--- config.mk ---
export PLATFORM = sky130hd
export DESIGN_NAME = video_timing_ctrl
export DESIGN_NICKNAME = d
export VERILOG_FILES = /design/src/rtl/video_timing_ctrl.sv
export SDC_FILE = /design/constraint.sdc
export NUM_CORES = 1
export LEC_CHECK = 0
export CAP_MARGIN = 15
export CORE_ASPECT_RATIO = 0.8
export CORE_MARGIN = 8
export CORE_UTILIZATION = 54
export DETAILED_ROUTE_END_ITERATION = 8
export PLACE_DENSITY_LB_ADDON = 0.08
export SYNTH_ARGS = -nofsm -noshare
export SYNTH_HDL_FRONTEND = slang
export SYNTH_SLANG_ARGS = --single-unit
--- constraint.sdc ---
create_clock -name clk -period 4.1 [get_ports clk]
set_clock_uncertainty 0.15 [all_clocks]
set_input_delay 0.615 -clock clk [delete_from_list [all_inputs] [get_ports clk]]
set_output_delay 0.615 -clock clk [all_outputs]
set_load 0.05 [all_outputs]
--- src/rtl/video_timing_ctrl.sv ---
// video_timing_ctrl: raster timing generator (sync, data-enable, coordinates)
// with a per-line prefetch request/acknowledge toward the line fetcher.
module video_timing_ctrl #(
    parameter int H_ACTIVE  = 640,
    parameter int H_FP      = 16,
    parameter int H_SYNC    = 96,
    parameter int H_BP      = 48,
    parameter int V_ACTIVE  = 480,
    parameter int V_FP      = 10,
    parameter int V_SYNC    = 2,
    parameter int V_BP      = 33,
    parameter bit HSYNC_POL = 1'b0,
    parameter bit VSYNC_POL = 1'b0
) (
    input  logic        clk,
    input  logic        rst,
    input  logic        enable,
    output logic        running,
    output logic        hsync,
    output logic        vsync,
    output logic        draw,
    output logic [11:0] x,
    output logic [11:0] y,
    output logic        frame_start,
    output logic        line_req,
    output logic [11:0] line_num,
    input  logic        line_ack,
    output logic        underflow
);
    localparam int H_TOTAL = H_ACTIVE + H_FP + H_SYNC + H_BP;
    localparam int V_TOTAL = V_ACTIVE + V_FP + V_SYNC + V_BP;

    localparam logic [11:0] HA     = 12'(H_ACTIVE);
    localparam logic [11:0] HS_BEG = 12'(H_ACTIVE + H_FP);
    localparam logic [11:0] HS_END = 12'(H_ACTIVE + H_FP + H_SYNC);
    localparam logic [11:0] H_LAST = 12'(H_TOTAL - 1);
    localparam logic [11:0] VA     = 12'(V_ACTIVE);
    localparam logic [11:0] VS_BEG = 12'(V_ACTIVE + V_FP);
    localparam logic [11:0] VS_END = 12'(V_ACTIVE + V_FP + V_SYNC);
    localparam logic [11:0] V_LAST = 12'(V_TOTAL - 1);
    localparam logic [11:0] VA_END = 12'(V_ACTIVE - 1);

    typedef enum logic [1:0] {
        IDLE = 2'd0,
        RUN  = 2'd1,
        STOP = 2'd2
    } state_t;

    state_t      state;
    state_t      state_n;
    logic [11:0] x_n;
    logic [11:0] y_n;
    logic [11:0] next_line;
    logic [11:0] line_num_n;
    logic        run_n;
    logic        req_set;
    logic        line_req_n;
    logic        underflow_n;
    logic        draw_n;
    logic        hsync_n;
    logic        vsync_n;
    logic        frame_start_n;

    always_ff @(posedge clk) begin
        if (rst) begin
            state <= IDLE;
            x     <= 12'd0;
            y     <= 12'd0;
        end else begin
            state <= state_n;
            x     <= x_n;
            y     <= y_n;
        end
    end

    // STOP only retires once the last active line has been scanned out
    always_comb begin
        state_n = state;
        unique case (state)
            IDLE: if (enable) state_n = RUN;
            RUN:  if (!enable) state_n = STOP;
            STOP: begin
                if (enable)
                    state_n = RUN;
                else if (x == H_LAST && y == VA_END)
                    state_n = IDLE;
            end
            default: state_n = IDLE;
        endcase

        x_n = x + 12'd1;
        y_n = y;
        if (x == H_LAST) begin
            x_n = 12'd0;
            y_n = (y == V_LAST) ? 12'd0 : y + 12'd1;
        end
        if (state_n == IDLE) begin
            x_n = 12'd0;
            y_n = 12'd0;
        end else if (state == IDLE) begin
            x_n = 12'd0;
            y_n = VA;
        end
    end

    // Decode from the coordinates that will be presented next cycle
    always_comb begin
        run_n     = (state_n != IDLE);
        next_line = (y_n == V_LAST) ? 12'd0 : y_n + 12'd1;
        req_set   = run_n && (x_n == HA) && (next_line < VA);

        underflow_n = run_n && line_req && !line_ack
                   && (x_n == 12'd0) && (y_n == line_num);

        draw_n = run_n && (x_n < HA) && (y_n < VA);

        hsync_n = (run_n && x_n >= HS_BEG && x_n < HS_END)
                ? HSYNC_POL : ~HSYNC_POL;
        vsync_n = (run_n && y_n >= VS_BEG && y_n < VS_END)
                ? VSYNC_POL : ~VSYNC_POL;

        frame_start_n = run_n && (x_n == 12'd0) && (y_n == 12'd0);

        line_req_n = 1'b0;
        line_num_n = 12'd0;
        if (run_n) begin
            line_num_n = line_num;
            if (req_set) begin
                line_req_n = 1'b1;
                line_num_n = next_line;
            end else begin
                line_req_n = line_req && !line_ack && !underflow_n;
            end
        end
    end

    always_ff @(posedge clk) begin
        if (rst) begin
            running     <= 1'b0;
            hsync       <= ~HSYNC_POL;
            vsync       <= ~VSYNC_POL;
            draw        <= 1'b0;
            frame_start <= 1'b0;
            line_req    <= 1'b0;
            line_num    <= 12'd0;
            underflow   <= 1'b0;
        end else begin
            running     <= run_n;
            hsync       <= hsync_n;
            vsync       <= vsync_n;
            draw        <= draw_n;
            frame_start <= frame_start_n;
            line_req    <= line_req_n;
            line_num    <= line_num_n;
            underflow   <= underflow_n;
        end
    end

endmodule
# Word-level counts from Yosys, hierarchy flattened
# Cells that the tools add are included.
# totals
ff_bits	45
input_bits	4
out_inout_bits	43
elab_cells	71
# op_classes
addsub	3
magnitude_cmp	7
eq_ne	8
n_mux	16
n_bitwise	1
reduce_logical	25
# op_table
op	count
12-bit 2-to-1 mux	8
12-bit by 10-bit equality test with 1-bit output (second input constant)	4
12-bit by 1-bit adder with 12-bit output (second input constant)	3
12-bit by 9-bit < comparator with 1-bit output (second input constant)	3
12-bit zero test	2
12-bit by 10-bit < comparator with 1-bit output (second input constant)	2
1-bit logical AND	17
12-bit equality test	1
12-bit by 9-bit equality test with 1-bit output (second input constant)	1
12-bit by 10-bit >= comparator with 1-bit output (second input constant)	1
12-bit by 9-bit >= comparator with 1-bit output (second input constant)	1
2-bit 2-to-1 mux	4
2-bit one-hot mux with 3 select lines	1
2-bit zero test	2
1-bit 2-to-1 mux	3
2-bit by 1-bit equality test with 1-bit output (second input constant)	1
2-bit equality test (second input constant)	1
1-bit zero test	2
2-bit nonzero test	1
2-bit OR reduction	1
1-bit inverter	1

# Logic depth before layout (Yosys ltp)
# Gate-level depths: netlist of run 1.
# logic_depth
word_depth	13
mapped_depth	15
depth_no_buf	14

# Worst setup path before layout of run 1
# No wires, ideal clock.
# synth_path
kind	register to register
from	register x[1]
to	register line_num[5]
setup_time_ps	119
arrival_time_ps	3783
t_required_ps	3831
slack_ps	48
stages_incl_launch_ff	15
path_buffers	1
period_less_slack_ps	4052
cell_sequence	dfxtp_1 > ha_1 > nand4_1 > clkbuf_1 > nor3_1 > o311a_1 > o21ai_0 > inv_1 > ha_1 > nand4_1 > nor3_1 > xor2_1 > a211o_1 > and2_4 > o221a_1
# synth_via
elab_chain_len	11
word_cells_on_any_way	23
cone_classes	add/sub (2); order compare (1); eq/ne (3); mux (10); bitwise (1); reduce/logical (6)
# synth_rtl
element	line_no	rtl
from (decl)	22	output logic [11:0] x,
from (signal assigned)	71	x <= x_n;
12-bit by 10-bit equality test with 1-bit output *	85, 93	
1-bit logical AND	85	else if (x == H_LAST && y == VA_END)
2-bit 2-to-1 mux	85	
2-bit 2-to-1 mux	83	if (enable)
2-bit one-hot mux with 3 select lines	79	unique case (state)
2-bit zero test	97	if (state_n == IDLE) begin
12-bit 2-to-1 mux *	97	
net y_n[0]	52	logic [11:0] y_n;
12-bit by 1-bit adder with 12-bit output or 12-bit by 10-bit equality test with 1-bit output (tied branches)	109	next_line = (y_n == V_LAST) ? 12'd0 : y_n + 12'd1;
12-bit 2-to-1 mux *	109	
12-bit by 9-bit < comparator with 1-bit output	110	req_set = run_n && (x_n == HA) && (next_line < VA);
1-bit logical AND	110	
to (signal assigned)	154	line_num <= line_num_n;
to (decl)	26	output logic [11:0] line_num,
# Mark *: on every way through the listed nets, which the timed path passes. The rest lies on a longest branch.
# A chain may end at the register's enable or synchronous reset.

# Final worst setup path of run 1
# layout_path
from	register y[1]
to	register line_num[6]
# layout_via
elab_chain_len	11
word_cells_on_any_way	23
cone_classes	add/sub (2); order compare (1); eq/ne (4); mux (9); bitwise (1); reduce/logical (6)
# layout_rtl
element	line_no	rtl
from (decl)	23	output logic [11:0] y,
from (signal assigned)	72	y <= y_n;
12-bit by 9-bit equality test with 1-bit output	85	
1-bit logical AND	85	
2-bit 2-to-1 mux	85	
2-bit 2-to-1 mux	83	
2-bit one-hot mux with 3 select lines	79	
2-bit zero test	97	
12-bit 2-to-1 mux *	97	
net y_n[0]	52	
12-bit by 1-bit adder with 12-bit output or 12-bit by 10-bit equality test with 1-bit output (tied branches)	109	
12-bit 2-to-1 mux *	109	
12-bit by 9-bit < comparator with 1-bit output	110	
1-bit logical AND	110	
# Marked as above.

==> results of run 1 <==
==> Yosys cell counts (3+ instances only) <==
library cell / instances
o211ai_2: 3
xor2_1: 18
nor3_1: 19
nor4_1: 9
nor4b_1: 4
inv_1: 12
a21oi_1: 8
nand4_1: 9
nand2_1: 23
and3_1: 4
o2bb2ai_1: 5
o21ai_0: 6
ha_1: 5
clkbuf_1: 15
nand3_1: 18
nor2_1: 41
dfxtp_1: 45
nor2b_1: 6
nor4_2: 5
xnor2_1: 18
and2_1: 7
a31oi_1: 6
mux2i_1: 5
o21a_1: 6
and4_1: 5
o31a_1: 3
nor3b_1: 3
or3_1: 4
buf_2: 5
o221a_1: 3
==> state kept, by name, summed over array words and instances, names as in the netlist <==
name,count
running,1
draw,1
x,12
line_num,12
y,12
frame_start,1
underflow,1
line_req,1
hsync,1
state,2
vsync,1
==> cell type report <==
cell class,count,area share [%]
multi-input cells,288,53.8
flip-flops and latches,45,24.3
repair buffers,58,14.8
well taps,78,2.63
clock buffers,7,2.33
inverters,13,1.32
clock inverters,1,0.810
==> worst paths after layout <==
check	slack (ns)	depth (start not counted)	to	startpoint
max	0.22	13	line_num[6]$_SDFFE_PP0P_	y[1]$_SDFF_PP0_
min	0.35	1	x[0]$_SDFF_PP0_	x[0]$_SDFF_PP0_
max reg2reg	0.22	13	line_num[6]$_SDFFE_PP0P_	y[1]$_SDFF_PP0_
min reg2reg	0.35	1	x[0]$_SDFF_PP0_	x[0]$_SDFF_PP0_
==> power by group through the flow <==
stage / clock network, mW / logic (mW) / registers [mW]
after floorplan: 0 / 0.0682 / 0.485
after global placement: 0 / 0.129 / 0.465
after detailed placement: 0 / 0.130 / 0.466
after CTS: 0.353 / 0.131 / 0.455
after global routing: 0.370 / 0.141 / 0.457
final: 0.348 / 0.132 / 0.456
==> metrics by stage <==
step           area, sq um  hold WS (ns)  utilization (%)
2_1_floorplan         3040         0.362                -
3_3_place_gp          3590         0.316             66.0
3_5_place_dp          3590         0.329             66.0
4_1_cts               3700         0.351             68.1
5_1_grt               3710         0.374             68.2
6_report              3710         0.353             68.2
==> cell families (layout without fill, tap and decap cells) <==
group / after synthesis / after routing / synth area share [%]
AO/OA/AOI/OAI: 62 / 62 / 16.7
buffers and inverters: 35 / 79 / 5.02
adder cells (fa/ha/maj): 5 / 5 / 2.06
flip-flops: 45 / 45 / 29.6
multiplexers: 6 / 6 / 2.01
XOR/XNOR: 36 / 36 / 10.4
AND/OR/NAND/NOR: 179 / 179 / 34.2
==> routing by layer <==
metal	up-vias	track usage, %
li1	1439	-
met1	1379	30.1
met2	146	28.8
met3	12	5.08
met4	0	4.25
met5	-	0
==> timing repair <==
| action | in CTS | in global routing |
|---|---|---|
| resized for setup | 0 | 1 |
| endpoints found under the setup margin | 0 | 4 |
| endpoints found under the hold margin | 0 | 0 |
==> worst register-to-register path: cells and delay by family, from the launching register on <==
kind / cells / cell delay (ns)
AO/OA/AOI/OAI: 5 / 1.30
AND/OR/NAND/NOR: 5 / 1.04
adder cells (fa/ha/maj): 2 / 0.65
flip-flops: 1 / 0.51
buffers and inverters: 1 / 0.12
==> qor.yml, run 1 <==
route:
  wl_mm: 8.53
  drc: 0
  vias_per_cell: 6.07
  top_layer: "met4"
  wl_met2_mm: 3.49
  vias: 2976
  dr.pass1.iters: 5
  routedWlPerCell_microns: 17.4
  first_iter_violations: 369
  wl_met3_microns: 809
  drtAntennaViolNets: 0
  met1Wirelength_mm: 4.13
global_route:
  grt_overflow: 0
  grt_pass1_wl_mm: 14.0
  grt_start_max_net_pins: 14
  grt.total_usage_pct: 20.5
  antenna_found_initial: 0
  grt_pass1_vias: 2713
floorplanning:
  die_w_microns: 99.9
  die-height_microns: 83.1
  ios: 47
  initial_core_util_pct: 56.0
  fp.dieArea_sq_um: 8310
  core_sq_um: 5440
  rows: 24
yosys:
  syn_area_sq_um: 3040
  synthFlopType: "dfxtp_1"
  ys_ff_latch: 45
  synth_cell_type_count: 68
  synth_area_leader_cell: "dfxtp_1"
  synth_edf_count: 0
  synth_top_area_share_pct: 29.6
  syn_nets: 377
  syn_inst: 368
  netlist_top_cells_area: "dfxtp_1 (30%), xnor2_1 (5.2%), xor2_1 (5.2%)"
  syn_avg_cell_area_sq_um: 8.27
  yosysWarnings: 0
  yosysSeqAreaShare_pct: 29.6
  async_flop_share_pct: 0
finish:
  drive_gt1_share_pct: 10.7
  synthToLayoutAreaGrowth_pct: 21.9
  layout_common_cells: "clkdlybuf4s50_1 (46), dfxtp_1 (45), nor2_1 (41), nand2_1 (23)"
  regArea_sq_um: 901
  stdcell_count: 490
  layout_commonest_cell: "clkdlybuf4s50_1"
  fin_nets: 420
  fillers: 485
  multi_input_area_sq_um: 1990
  diodes: 0
cts:
  clkLatencyLatePin_ns: 0.29
  cts_buffers: 5
  holdBufCountCts: 0
  clk_pin_slew_ns: 0.08
  cts_sinks: 45
  cts_htree_levels: 2
  cts_buffer_depth: 2
  cts_root_buf: "clkbuf_8"
  cts_setup_buffers: 0
  cts_tree: "done"
run_status:
  outcome: "finished clean"
placed_design:
  dpl.cell_count: 482
  io_buffer_count: 46
  gp_congestion: 0.927
  dp.final_hpwl_mm: 6.62
  place_ws_ns: 0.305
sta:
  hold_viol: 0
  setup_tns_ns: 0
  worst_slew_pin_slew_ns: 0.702
  slew_headroom_pct: 52.5
  period_needed_ns: 3.88
  finalCritPeriodShare_pct: 94.5
  drv_slew: 0
  finalWorstSetupSlack_ns: 0.225
  setup_viol_count_final: 0
  rsz0062_at_grt: "no"
  clock.fmax_mhz: 258
setup_path:
  crit_type: "reg -> reg"
  cp-end-kind: "register"
  path_max_fanout: 10
  arrival_ns: 3.92
  crit_slowest_cell: "dfxtp_1"
  required_ns: 4.14
  path_buf_inv: 1
  slowest_delay_ns: 0.51
  worstPathCellList: "ha_1, and4_1, nand3_1, o311a_1, o21ai_0, inv_1, ha_1, nand4_1, and3_1, o21ai_0, a211o_1, and2_4, o221a_1"
  path_delay_family: "compound AO/OA/AOI/OAI gates"
  startpoint_type: "register"
pwr:
  p_per_area_nw_per_um2: 252
  netSwitchingFraction_pct: 26.5
  comb_power_share_pct: 14.1
  power.share.clock_pct: 37.2
  total_power_mw: 0.936
  p_leak_nw: 1.24
  p_seq_share_pct: 48.7
  internal-power_mw: 0.688
  switchingPower_mw: 0.248
  ir_worst_vdd_mv: 0.119
min_path:
  hp-class: "reg -> reg"
flow_run:
  max-cap-violations: 0
Power figures use the tool's default switching activity.
==> run 2: changes to the inputs <==
- CORE_UTILIZATION: 54 -> 56
- CTS_BUF_LIST: unset -> sky130_fd_sc_hd__clkbuf_2
- SKIP_LAST_GASP: unset -> 1
==> run 2 against run 1 <==
Clock-buffer cell count decreased by 2. Highest routed layer unchanged. Sequential power barely moved. Critical endpoint unchanged. Cell count is 2.9% lower. Setup slack lost 0.013 ns. Power decreased by 10%. Flip-flop and latch count unchanged.
==> qor.yml, run 2 (same netlist as run 1, synthesis figures left out) <==
setup_path:
  path_depth: 12  # was 13
  arrival_ns: 4.09  # was 3.92 ns
  path_buf_inv: 1  # unchanged
  crit_type: "reg -> reg"  # unchanged
  rr_worst_depth: 12  # was 13
  r2r_start: "x[10]$_SDFF_PP0_"  # was y[1]$_SDFF_PP0_
  path_delay_family: "simple AND/OR/NAND/NOR gates"  # was compound AO/OA/AOI/OAI gates
  slowest_delay_ns: 0.58  # was 0.51 ns
  reg2reg_slack_ns: 0.21  # was 0.22 ns
  startpoint_type: "register"  # unchanged
  path_max_fanout: 10  # unchanged
  worstReg2RegEnd: "line_num[6]$_SDFFE_PP0P_"  # unchanged
  crit_top_cell: "o21ai_0"
  worstPathCellList: "or4b_1, or3_1, o21a_1, o21ai_0, inv_1, ha_1, nand4_1, and3_1, o21ai_0, a211o_1, and2_4, o221a_1"  # was ha_1, and4_1, nand3_1, o311a_1, o21ai_0, inv_1, ha_1, nand4_1, and3_1, o21ai_0, a211o_1, and2_4, o221a_1
  crit_slowest_cell: "or4b_1"  # was dfxtp_1
  cp-endpoint: "line_num[6]$_SDFFE_PP0P_"  # unchanged
  startpoint: "x[10]$_SDFF_PP0_"  # was y[1]$_SDFF_PP0_
  cp-end-kind: "register"  # unchanged
  required_ns: 4.30  # was 4.14 ns
placed_design:
  dp.final_hpwl_mm: 6.57  # was 6.62 mm
  io_buffer_count: 46  # unchanged
  gp_congestion: 0.913  # was 0.927
  dpl.cell_count: 468  # was 482
sta:
  period_needed_ns: 3.89  # was 3.88 ns
  finalCritPeriodShare_pct: 94.8  # was 94.5%
  drv_slew: 0  # unchanged
  slew_headroom_pct: 53.3  # was 52.5%
  worst_slew_pin_slew_ns: 0.698  # was 0.702 ns
  clock.fmax_mhz: 257  # was 258 MHz
  hold_viol: 0  # unchanged
  setup_viol_count_final: 0  # unchanged
finish:
  diodes: 0  # unchanged
  synthToLayoutAreaGrowth_pct: 19.8  # was 21.9%
  fin_nets: 419  # was 420
  layout_commonest_cell: "clkdlybuf4s50_1"  # unchanged
  stdcell_count: 476  # was 490
  top_regs: "line_num (12), x (12), y (12)"  # unchanged
  fillers: 428  # was 485
  layout_common_cells: "clkdlybuf4s50_1 (46), nor2_1 (41), dfxtp_1 (41), nand2_1 (23)"  # was clkdlybuf4s50_1 (46), dfxtp_1 (45), nor2_1 (41), nand2_1 (23)
  drive_gt1_share_pct: 11.7  # was 10.7%
floorplanning:
  die_w_microns: 98.4  # was 99.9 microns
  fp.dieArea_sq_um: 8060  # was 8310 sq um
  die-height_microns: 81.9  # was 83.1 microns
  rows: 24  # unchanged
  initial_core_util_pct: 56.9  # was 56.0%
  ios: 47  # unchanged
  core_sq_um: 5350  # was 5440 sq um
pwr:
  p_leak_nw: 1.22  # was 1.24 nW
  ir_worst_vdd_mv: 0.139  # was 0.119 mV
  p_per_area_nw_per_um2: 231  # was 252 nW/um^2
  total_power_mw: 0.842  # was 0.936 mW
global_route:
  antenna_found_initial: 0  # unchanged
  grt_pass1_vias: 2674  # was 2713
  grt_pass1_wl_mm: 13.9  # was 14.0 mm
  grt_overflow: 0  # unchanged
  grt.total_usage_pct: 21.6  # was 20.5%
  grt_start_max_net_pins: 15  # was 14
route:
  vias_per_cell: 6.20  # was 6.07
  drc: 0  # unchanged
  routedWlPerCell_microns: 18.1  # was 17.4 microns
  wl_mm: 8.60  # was 8.53 mm
  drtAntennaViolNets: 0  # unchanged
  dr.pass1.iters: 5  # unchanged
  vias: 2952  # was 2976
  first_iter_violations: 296  # was 369
cts:
  cts_tree: "done"  # unchanged
  cts_root_buf: "clkbuf_2"  # was clkbuf_8
  cts_setup_buffers: 0  # unchanged
  holdBufCountCts: 0  # unchanged
  cts_htree_levels: 2  # unchanged
  cts_buffers: 5  # unchanged
  cts_buffer_depth: 2  # unchanged
  clk_pin_slew_ns: 0.23  # was 0.08 ns
  cts_sinks: 45  # unchanged
  cts_resized: 0  # unchanged
  clkLatencyLatePin_ns: 0.43  # was 0.29 ns
flow_run:
  max-cap-violations: 0  # unchanged
min_path:
  hp-class: "reg -> reg"  # unchanged
run_status:
  outcome: "finished clean"  # unchanged
==> run 2: cell types whose count changed in the layout (fill, tap and decap cells not counted), moves of 4 or more <==
cell	change
clkbuf_2	+5
clkbuf_8	-6
dfxtp_1	-4
dfxtp_2	+4
==> run 2: cell type report <==
class	instances	area [sq um]	share of cell area (%)
tap	65	81.3	2.23
inverter	13	48.8	1.34
multi-input combinational	288	2000	54.9
sequential	45	906	24.8
clock buffer	5	25.0	0.686
timing repair buffer	57	543	14.9
clock inverter	3	41.3	1.13
==> run 2: through the flow <==
| stage | cell area [sq um] | hold WS [ns] | setup slack (ns) | setup TNS, ns | util (%) |
|---|---|---|---|---|---|
| 2_1_floorplan | 3040 | 0.362 | 0.0480 | 0 | - |
| 3_3_place_gp | 3560 | 0.317 | 0.370 | 0 | 66.7 |
| 3_5_place_dp | 3560 | 0.335 | 0.299 | 0 | 66.7 |
| 4_1_cts | 3630 | 0.364 | 0.240 | 0 | 67.9 |
| 5_1_grt | 3650 | 0.355 | -0.00685 | -0.0136 | 68.2 |
| 6_report | 3650 | 0.326 | 0.211 | 0 | 68.2 |
==> run 2: how the worst min path moves through the flow <==
stage,end,startpoint,depth (start not counted)
6_report,x[0]$_SDFF_PP0_,x[0]$_SDFF_PP0_,1
5_1_grt,x[0]$_SDFF_PP0_,x[0]$_SDFF_PP0_,1
4_1_cts,line_num[4]$_SDFFE_PP0P_,line_num[4]$_SDFFE_PP0P_,1
3_5_place_dp,line_num[4]$_SDFFE_PP0P_,line_num[4]$_SDFFE_PP0P_,1
3_3_place_gp,x[0]$_SDFF_PP0_,x[0]$_SDFF_PP0_,1
2_1_floorplan,state[0]$_SDFF_PP0_,state[1]$_SDFF_PP0_,1
==> run 2: per-layer routing <==
layer | up-vias | routed length, microns | track usage, % | part of all wire (%)
met2 | 141 | 3560 | 31.6 | 41
met1 | 1367 | 4120 | 29.9 | 48
met4 | 0 | 117 | 5.65 | 1.4
li1 | 1429 | - | - | -
met5 | - | 0 | 0 | 0
met3 | 15 | 804 | 7.03 | 9.3
==> run 2: worst reg2reg max path, delay by kind of cell (launching register included) <==
kind            cells  cell delay (ns)
simple gates        5             1.60
compound gates      5             1.24
flops               1             0.45
fa+ha+maj           1             0.27
buf+inv             1             0.12
==> run 2: report_power, final <==
part,internal [mW],total (mW),switching [mW]
registers,0.447,0.458,0.0113
clock network,0.101,0.252,0.151
logic,0.0437,0.132,0.0879
total,0.591,0.842,0.251
